==> config.mk <==
export PLATFORM = sky130hd
export DESIGN_NAME = bram_axil_reader
export DESIGN_NICKNAME = d
export VERILOG_FILES = /design/src/rtl/bram_axil_reader_pkg.sv /design/src/rtl/bram_axil_reader.sv
export SDC_FILE = /design/constraint.sdc
export NUM_CORES = 1
export LEC_CHECK = 0
export ABC_AREA = 1
export BUFFER_PORTS_ARGS = -buffer_cell sky130_fd_sc_hd__buf_4
export CORE_AREA = 3 3 103 105
export DETAILED_ROUTE_END_ITERATION = 16
export DIE_AREA = 0 0 106 108
export GPL_ROUTABILITY_DRIVEN = 0
export PLACE_DENSITY_LB_ADDON = 0.3
export SLEW_MARGIN = 40
export SYNTH_ARGS = -nofsm -noshare
export SYNTH_HDL_FRONTEND = slang
export SYNTH_SLANG_ARGS = --single-unit
==> constraint.sdc <==
create_clock -name axi_clk -period 1.77 [get_ports axi_clk]
set_clock_uncertainty 0.1 [all_clocks]
set_input_delay 0.177 -clock axi_clk [delete_from_list [all_inputs] [get_ports axi_clk]]
set_output_delay 0.177 -clock axi_clk [all_outputs]
set_load 0.01 [all_outputs]
==> src/rtl/bram_axil_reader_pkg.sv <==
// Shared definitions for the BRAM-backed AXI4-Lite read-only slave:
// read FSM state encoding and the AXI response codes it returns.
package bram_axil_reader_pkg;

    // Read-path FSM states; one BRAM access per AR transaction.
    typedef enum logic [1:0] {
        ST_IDLE    = 2'd0,
        ST_ISSUE   = 2'd1,
        ST_CAPTURE = 2'd2,
        ST_RESP    = 2'd3
    } rd_state_t;

    localparam logic [1:0] RESP_OKAY   = 2'b00;
    localparam logic [1:0] RESP_SLVERR = 2'b10;

endpackage

==> src/rtl/bram_axil_reader.sv <==
// AXI4-Lite read-only slave in front of BRAM port B.
// Reads fetch one 64-bit BRAM word and return the 32-bit lane chosen by
// address bit 2; writes are accepted and always answered with SLVERR.
//
// Handshake rule used on every channel: a transfer happens on a rising
// edge where valid and ready are both high; a source keeps valid and its
// payload stable until that edge, and ready never depends on valid
// combinationally (all ready/valid outputs here are registers).
module bram_axil_reader
    import bram_axil_reader_pkg::*;
#(
    parameter int ADDR_WIDTH      = 16,
    parameter int BRAM_DATA_WIDTH = 64,
    parameter int AXI_DATA_WIDTH  = 32
) (
    input  logic                       axi_clk,
    input  logic                       axi_rst_n,

    input  logic [ADDR_WIDTH-1:0]      s_axil_araddr,
    input  logic                       s_axil_arvalid,
    output logic                       s_axil_arready,
    output logic [AXI_DATA_WIDTH-1:0]  s_axil_rdata,
    output logic [1:0]                 s_axil_rresp,
    output logic                       s_axil_rvalid,
    input  logic                       s_axil_rready,

    input  logic [ADDR_WIDTH-1:0]      s_axil_awaddr,
    input  logic                       s_axil_awvalid,
    output logic                       s_axil_awready,
    input  logic [AXI_DATA_WIDTH-1:0]  s_axil_wdata,
    input  logic [3:0]                 s_axil_wstrb,
    input  logic                       s_axil_wvalid,
    output logic                       s_axil_wready,
    output logic [1:0]                 s_axil_bresp,
    output logic                       s_axil_bvalid,
    input  logic                       s_axil_bready,

    output logic                       bram_rst,
    output logic                       bram_en,
    output logic [7:0]                 bram_we,
    output logic [ADDR_WIDTH-1:0]      bram_addr,
    output logic [BRAM_DATA_WIDTH-1:0] bram_din,
    input  logic [BRAM_DATA_WIDTH-1:0] bram_dout
);

    // Read path state
    rd_state_t                 r_state;
    logic                      r_arready;
    logic                      r_rvalid;
    logic [AXI_DATA_WIDTH-1:0] r_rdata;
    logic [1:0]                r_rresp;
    logic                      r_bram_en;
    logic [ADDR_WIDTH-1:0]     r_bram_addr;
    logic                      r_lane_hi;

    // Write path state
    logic                      r_aw_held;
    logic                      r_w_held;
    logic                      r_awready;
    logic                      r_wready;
    logic                      r_bvalid;
    logic [1:0]                r_bresp;

    logic                      w_ar_hs;
    logic                      w_aw_hs;
    logic                      w_w_hs;
    logic                      w_b_hs;
    logic                      w_aw_next;
    logic                      w_w_next;
    logic                      w_unused_inputs;

    assign w_ar_hs = r_arready & s_axil_arvalid;
    assign w_aw_hs = r_awready & s_axil_awvalid;
    assign w_w_hs  = r_wready  & s_axil_wvalid;
    assign w_b_hs  = r_bvalid  & s_axil_bready;

    // Hold flags as they will be after this edge (before any B completion).
    assign w_aw_next = r_aw_held | w_aw_hs;
    assign w_w_next  = r_w_held  | w_w_hs;

    // Write payload and the byte-offset address bits carry no meaning here.
    assign w_unused_inputs = ^{s_axil_awaddr, s_axil_wdata, s_axil_wstrb,
                               s_axil_araddr[1:0]};

    // Read FSM: accept AR, pulse the BRAM enable, capture the lane, present R.
    always_ff @(posedge axi_clk or negedge axi_rst_n) begin
        if (!axi_rst_n) begin
            r_state     <= ST_IDLE;
            r_arready   <= 1'b0;
            r_rvalid    <= 1'b0;
            r_rdata     <= '0;
            r_rresp     <= RESP_OKAY;
            r_bram_en   <= 1'b0;
            r_bram_addr <= '0;
            r_lane_hi   <= 1'b0;
        end else begin
            case (r_state)
                ST_IDLE: begin
                    if (w_ar_hs) begin
                        r_lane_hi   <= s_axil_araddr[2];
                        r_bram_addr <= {s_axil_araddr[ADDR_WIDTH-1:3], 3'b000};
                        r_bram_en   <= 1'b1;
                        r_arready   <= 1'b0;
                        r_state     <= ST_ISSUE;
                    end else begin
                        r_arready   <= 1'b1;
                    end
                end
                ST_ISSUE: begin
                    // BRAM samples enable/address on this edge; data follows.
                    r_bram_en <= 1'b0;
                    r_state   <= ST_CAPTURE;
                end
                ST_CAPTURE: begin
                    r_rdata  <= r_lane_hi ? bram_dout[AXI_DATA_WIDTH +: AXI_DATA_WIDTH]
                                          : bram_dout[0 +: AXI_DATA_WIDTH];
                    r_rresp  <= RESP_OKAY;
                    r_rvalid <= 1'b1;
                    r_state  <= ST_RESP;
                end
                ST_RESP: begin
                    // Re-arm arready here so IDLE can accept on its first cycle.
                    if (s_axil_rready) begin
                        r_rvalid  <= 1'b0;
                        r_arready <= 1'b1;
                        r_state   <= ST_IDLE;
                    end
                end
                default: begin
                    r_bram_en <= 1'b0;
                    r_rvalid  <= 1'b0;
                    r_arready <= 1'b0;
                    r_state   <= ST_IDLE;
                end
            endcase
        end
    end

    // Write path: hold AW and W independently, answer SLVERR once both are in.
    always_ff @(posedge axi_clk or negedge axi_rst_n) begin
        if (!axi_rst_n) begin
            r_aw_held <= 1'b0;
            r_w_held  <= 1'b0;
            r_awready <= 1'b0;
            r_wready  <= 1'b0;
            r_bvalid  <= 1'b0;
            r_bresp   <= RESP_OKAY;
        end else if (w_b_hs) begin
            r_aw_held <= 1'b0;
            r_w_held  <= 1'b0;
            r_awready <= 1'b1;
            r_wready  <= 1'b1;
            r_bvalid  <= 1'b0;
        end else begin
            r_aw_held <= w_aw_next;
            r_w_held  <= w_w_next;
            r_awready <= ~w_aw_next;
            r_wready  <= ~w_w_next;
            r_bvalid  <= w_aw_next & w_w_next;
            if (w_aw_next && w_w_next) begin
                r_bresp <= RESP_SLVERR;
            end
        end
    end

    assign s_axil_arready = r_arready;
    assign s_axil_rvalid  = r_rvalid;
    assign s_axil_rdata   = r_rdata;
    assign s_axil_rresp   = r_rresp;

    assign s_axil_awready = r_awready;
    assign s_axil_wready  = r_wready;
    assign s_axil_bvalid  = r_bvalid;
    assign s_axil_bresp   = r_bresp;

    assign bram_rst  = ~axi_rst_n;
    assign bram_en   = r_bram_en;
    assign bram_addr = r_bram_addr;
    assign bram_we   = 8'h00;
    assign bram_din  = '0;

endmodule

==> results.ini, run 1 <==
[run_status]
status = complete, no violations

[pwr]
p_leak_nw = 2.79
power_mw = 7.11
powerDensity_nw_per_um2 = 1510
vdd_drop_max_v = 0.000656
p_int_mw = 4.40
pwr-share-seq_pct = 33.4
p_switching_mw = 2.71
clkPwrFrac_pct = 19.2
power_frac_comb_pct = 47.3
netSwitchingFraction_pct = 38.1

[clock_tree]
clock_path_buffers = 2
cts_setup_buffers = 0
htree_levels = 3
cts_inserted_buffers = 9
cts_root_buf = clkbuf_8
cts_num_sinks = 57
hold_buffers = 18
insertion_delay_ns = 0.33
tritoncts = built
path_clk_slew_ns = 0.06
post_cts_resized = 0

[sta]
setup_slack_ns = 0.332
setup_viol = 0
period_needed_ns = 1.44
report.final.slew_viol_count = 0
hold_violations = 0
fin_crit_sh_pct = 81.2
max_freq_ghz = 0.696
rsz0062_at_grt = false
totalNegativeSetupSlack_ns = 0

[finish]
n_antenna_cell = 0
fillerInstances = 958
area_growth_pct = 37.3
finalNetCount = 765
largest_register_ffs = 32
drive_gt1_share_pct = 26.5

[synth]
syn-instance-count = 467
synth-compound-area-share_pct = 3.00
synth_top_family_by_area = buffers and inverters
synth_seq_cells = 57
synth.avg_cell_area_um2 = 7.33
synth_cell_types = 19
yosys_warnings = 0
synth-simple-area-share_pct = 26.0
synth.area.mux_share_pct = 0
synthesis.area_um2 = 3420
synthXorXnorAreaFrac_pct = 0
ys_seq_area_share_pct = 41.7
synthAdderAreaFrac_pct = 1.83

[worst_setup_path]
cp_max_fo = 29
path_buf_inv = 2
path_cells = inv_1 -> ha_1 -> nand3_2 -> buf_12 -> nand2_1 -> o21ai_0
r2r_slack_ns = 0.33
worstReg2RegEnd = r_lane_hi$_DFFE_PN0P_
cp.required_ns = 1.87
startpoint = r_state[0]$_DFFE_PN0P_
crit_path_max_incr_delay_ns = 0.41
cp-endpoint = r_lane_hi$_DFFE_PN0P_
crit_path_start_kind = register
slowest_stage = dfrtp_1
r2r_cells = 6
endpoint_kind = register
r2r-start = r_state[0]$_DFFE_PN0P_
critPathKind = register to register
crit_arrival_ns = 1.54
worst-path-stages = 6
critical_path.top_delay_family = flip-flops

[placed_design]
hpwlAfterDp_um = 5680
portBuffers = 137
dp_slack_ns = 0.326

[detailed_routing]
finalWirelength_um = 7510
routed_via_density = 3.85
vias = 2924
drtIter0Drc = 73
wire_per_inst_um = 9.90
dr.pass1.iters = 4
drtAntennaViolNets = 0
drc = 0

[min_path]
hold_class = input pin to register
min_path_cells = 5

[floorplan]
die_x_um = 106
io_pins = 270
die_h_um = 108
core.rowCount = 36
core_um2 = 9730
initial_core_util_pct = 35.2
die_area_um2 = 11400

[global_routing]
grt_overflow_total = 0
grt_pass1_vias = 2688
antenna_found_initial = 0
grt_pass1_wl_um = 12100
track_usage_pct = 12.9
grt_start_max_net_pins = 42

[job]
max-cap-violations = 0

worst min-delay path: stages:
cell,delay (ns)
buf_4,0.08
inv_1,0.03
nand2_1,0.04
nand2_1,0.04
nand2_1,0.04
Yosys cell counts:
library cell / count / area [µm²]
inv_2: 1 / 3.75
nand2_1: 162 / 608
dfrtp_1: 57 / 1430
nand3b_1: 1 / 7.51
nor2_1: 63 / 236
o21ai_0: 5 / 25.0
o21ai_1: 7 / 35.0
o21ai_2: 4 / 35.0
inv_1: 59 / 221
o21a_1: 1 / 7.51
ha_1: 5 / 62.6
buf_4: 80 / 601
and2_1: 1 / 6.26
buf_2: 8 / 40.0
clkbuf_1: 1 / 3.75
nand3_1: 4 / 20.0
nand3_2: 1 / 10.0
conb_1: 1 / 3.75
buf_6: 6 / 67.6
how the worst min path moves through the flow:
stage	from	end
3_3_place_gp	axi_rst_n	bram_addr[10]$_DFFE_PN0P_
6_report	bram_dout[39]	s_axil_rdata[7]$_DFFE_PN0P_
3_5_place_dp	axi_rst_n	bram_addr[10]$_DFFE_PN0P_
5_1_grt	bram_dout[43]	s_axil_rdata[11]$_DFFE_PN0P_
2_1_floorplan	axi_rst_n	bram_addr[10]$_DFFE_PN0P_
4_1_cts	bram_dout[54]	s_axil_rdata[22]$_DFFE_PN0P_
power groups by stage:
stage          combinational, mW  clock [mW]  sequential, mW
2_1_floorplan               1.92           0            2.55
3_3_place_gp                3.34           0            2.38
3_5_place_dp                3.40           0            2.40
4_1_cts                     3.43        1.43            2.39
5_1_grt                     3.80        1.50            2.48
6_report                    3.37        1.37            2.38
layer usage:
layer  track usage (%)  up-vias  wire length [µm]
met5                 0        -                 0
met4              3.33        0                43
met3              5.07        4               743
met2              23.4      121              3830
met1              14.2     1291              2900
li1                  -     1508                 -
final cells by class:
type                            count  area, µm²  area share (%)
Inverter                           60        225            4.79
Clock inverter                      5       77.6            1.65
Clock buffer                       11        151            3.22
Tap cell                          133        166            3.54
Sequential cell                    57       1430            30.4
Multi-Input combinational cell    332       1350            28.7
Timing Repair Buffer              161       1300            27.7
cells in the final DEF, fill, tap and decap left out, drive strengths merged:
cell,synthesis,routed
clkinvlp,0,1
o21a,1,1
clkinv,0,2
nor2,63,63
nand2,162,162
bufinv,0,2
dfrtp,57,57
clkbuf,1,11
and2,1,1
inv,60,60
nand3,5,5
nand3b,1,1
ha,5,5
buf,94,143
dlygate4sd3,0,18
o21ai,16,16
conb,1,78
per-stage QoR:
stage               cell area (µm²)  utilization, %  cells  hold WS (ns)
finish                         4700            48.3    759        0.0172
detailed placement             4290            44.1    725        -0.127
floorplan                      3710               -    544        -0.219
CTS                            4700            48.3    759      0.000790
global placement               4290            44.1    725        -0.129
global route                   4700            48.3    759        0.0231
kinds of logic (layout without fill, tap and decap cells):
logic type                 after synthesis  after routing
other                                    1             78
and+or+nand+nor                        232            232
adders and majority gates                5              5
buffers and inverters                  155            237
DFF                                     57             57
AOI/OAI and AO/OA                       17             17
(Power assumes the default switching activity.)
==> run 2: changes to the inputs <==
==> constraint.sdc (replaced) <==
create_clock -name axi_clk -period 1.4 [get_ports axi_clk]
set_clock_uncertainty 0.1 [all_clocks]
set_input_delay 0.14 -clock axi_clk [delete_from_list [all_inputs] [get_ports axi_clk]]
set_output_delay 0.14 -clock axi_clk [all_outputs]
set_load 0.01 [all_outputs]
==> run 2 against run 1 <==
Against the previous run:
- the run now ends with negative hold slack left
- first-iteration DRC count up 66%
- critical path depth unchanged
- global-route usage up 1.2 points
- non-clock buffer count up 44
- sequential power up 23%
- power up 32%
- critical endpoint is now r_state[0]$_DFFE_PN0P_
==> results.ini, run 2 (same netlist as run 1, synthesis figures left out) <==
[worst_setup_path]
path_cells = buf_4 -> ha_1 -> nand2_1 -> nand2_1 -> nand2_1 -> nand2_1
startpoint = r_state[0]$_DFFE_PN0P_
cp.required_ns = 1.52
critPathKind = register to register
crit_arrival_ns = 1.44
endpoint_kind = register
worstReg2RegEnd = r_state[0]$_DFFE_PN0P_
r2r_slack_ns = 0.08
cp-endpoint = r_state[0]$_DFFE_PN0P_
critPathMostFrequentCell = nand2_1
cp_max_fo = 5
r2r-start = r_state[0]$_DFFE_PN0P_
slowest_stage = dfrtp_1
crit_path_start_kind = register
r2r_cells = 6
crit_path_max_incr_delay_ns = 0.40

[sta]
setup_viol = 0
period_needed_ns = 1.32
max_freq_ghz = 0.757
hold_violations = 1
rsz0062_at_grt = true
setup_slack_ns = 0.0793
whs_ns = -0.00756
fin_crit_sh_pct = 94.3
report.final.slew_viol_count = 0

[clock_tree]
cts_num_sinks = 57
clock_path_buffers = 2
tritoncts = built
cts_inserted_buffers = 9
path_clk_slew_ns = 0.07
cts_root_buf = clkbuf_8
insertion_delay_ns = 0.33
htree_levels = 3

[global_routing]
grt_overflow_total = 0
grt_pass1_wl_um = 13100
track_usage_pct = 14.1
grt_pass1_vias = 2977
grt_start_max_net_pins = 58
antenna_found_initial = 0

[run_status]
failed_checks = negative hold slack
status = complete, but fails checks

[pwr]
p_leak_nw = 2.98
pwr-share-seq_pct = 31.3
power_frac_comb_pct = 52.6
p_switching_mw = 3.68
clkPwrFrac_pct = 16.1
netSwitchingFraction_pct = 39.3
p_int_mw = 5.68
power_mw = 9.36
vdd_drop_max_v = 0.000877
powerDensity_nw_per_um2 = 1800

[finish]
drive_gt1_share_pct = 27.0
finalNetCount = 809
area_growth_pct = 51.8
n_antenna_cell = 0
fillerInstances = 890
final_cell_mix = 160 x nand2_1, 143 x buf_4, 78 x conb_1, 63 x nor2_1, 57 x inv_1
design_area_um2 = 5190
largest_register_ffs = 32
layout.cells.most_common = nand2_1

[detailed_routing]
finalWirelength_um = 8710
drc = 0
routed_via_density = 3.87
dr.pass1.iters = 4
vias = 3107
drtAntennaViolNets = 0
drtIter0Drc = 121
wire_per_inst_um = 10.9

[placed_design]
portBuffers = 137
dpl_cell_area_um2 = 4320
hpwlAfterDp_um = 5530
dp_slack_ns = -0.0189

[floorplan]
io_pins = 270
core.rowCount = 36
die_h_um = 108
die_area_um2 = 11400
core_um2 = 9730
initial_core_util_pct = 35.2
die_x_um = 106

[job]
max-cap-violations = 0

[min_path]
hold_class = input pin to register

run 2: changes by cell type in the layout (fill, tap and decap cells not counted), sizes merged:
cell / change
clkinvlp: +2
bufinv: -1
clkinv: +1
clkbuf: +1
dlygate4sd3: +36
buf: +5
run 2: repair_timing:
action / 4_1_cts / 5_1_grt
setup endpoints to repair: 3 / 44
endpoints found under the hold margin: 106 / 0
cloned: 0 / 3
pin swaps: 1 / 1
buffers inserted: 1 / 1
hold buffers: 55 / 0
resized for setup: 0 / 12
run 2: metrics by stage:
stage | utilization [%] | cells | TNS, ns
final | 53.4 | 803 | 0
after global routing | 53.4 | 803 | -0.0238
after CTS | 52.2 | 800 | 0
after detailed placement | 44.4 | 728 | -0.0283
after global placement | 44.4 | 728 | 0
after floorplan | - | 544 | 0
run 2: worst max-delay path: cells and delay by family (launching register included):
family / cells / cell delay [ns]
buffers and inverters: 1 / 0.15
adders and majority gates: 1 / 0.24
DFF: 1 / 0.40
and+or+nand+nor: 4 / 0.32
run 2: worst min-delay path by stage:
stage,start,endpoint,cells after the start
5_1_grt,s_axil_wvalid,s_axil_wready$_DFF_PN0_,4
3_3_place_gp,axi_rst_n,bram_addr[10]$_DFFE_PN0P_,2
6_report,s_axil_wvalid,s_axil_wready$_DFF_PN0_,4
2_1_floorplan,axi_rst_n,bram_addr[10]$_DFFE_PN0P_,0
3_5_place_dp,axi_rst_n,bram_addr[10]$_DFFE_PN0P_,2
4_1_cts,bram_dout[14],s_axil_rdata[14]$_DFFE_PN0P_,5
run 2: routing by layer:
layer / vias to the layer above / track usage (%) / part of all wire (%)
met5: - / 0 / 0
li1: 1595 / - / -
met3: 16 / 4.00 / 7.6
met4: 0 / 6.11 / 1.8
met2: 131 / 26.6 / 53
met1: 1365 / 14.6 / 38
run 2: power by group through the flow:
stage	Clock (mW)	Combinational, mW	Sequential, mW
floorplan	0	2.42	3.23
global placement	0	4.40	2.90
detailed placement	0	4.49	2.93
CTS	1.57	4.65	2.91
global route	1.65	5.51	3.03
finish	1.51	4.93	2.93
run 2: final cells by class:
class	count	area (µm²)	share of cell area [%]
repair buffers	205	1790	34.4
flip-flops and latches	57	1430	27.5
multi-input cells	332	1380	26.6
inverters	60	230	4.43
well taps	133	166	3.20
clock buffers	9	124	2.38
clock inverters	7	71.3	1.37
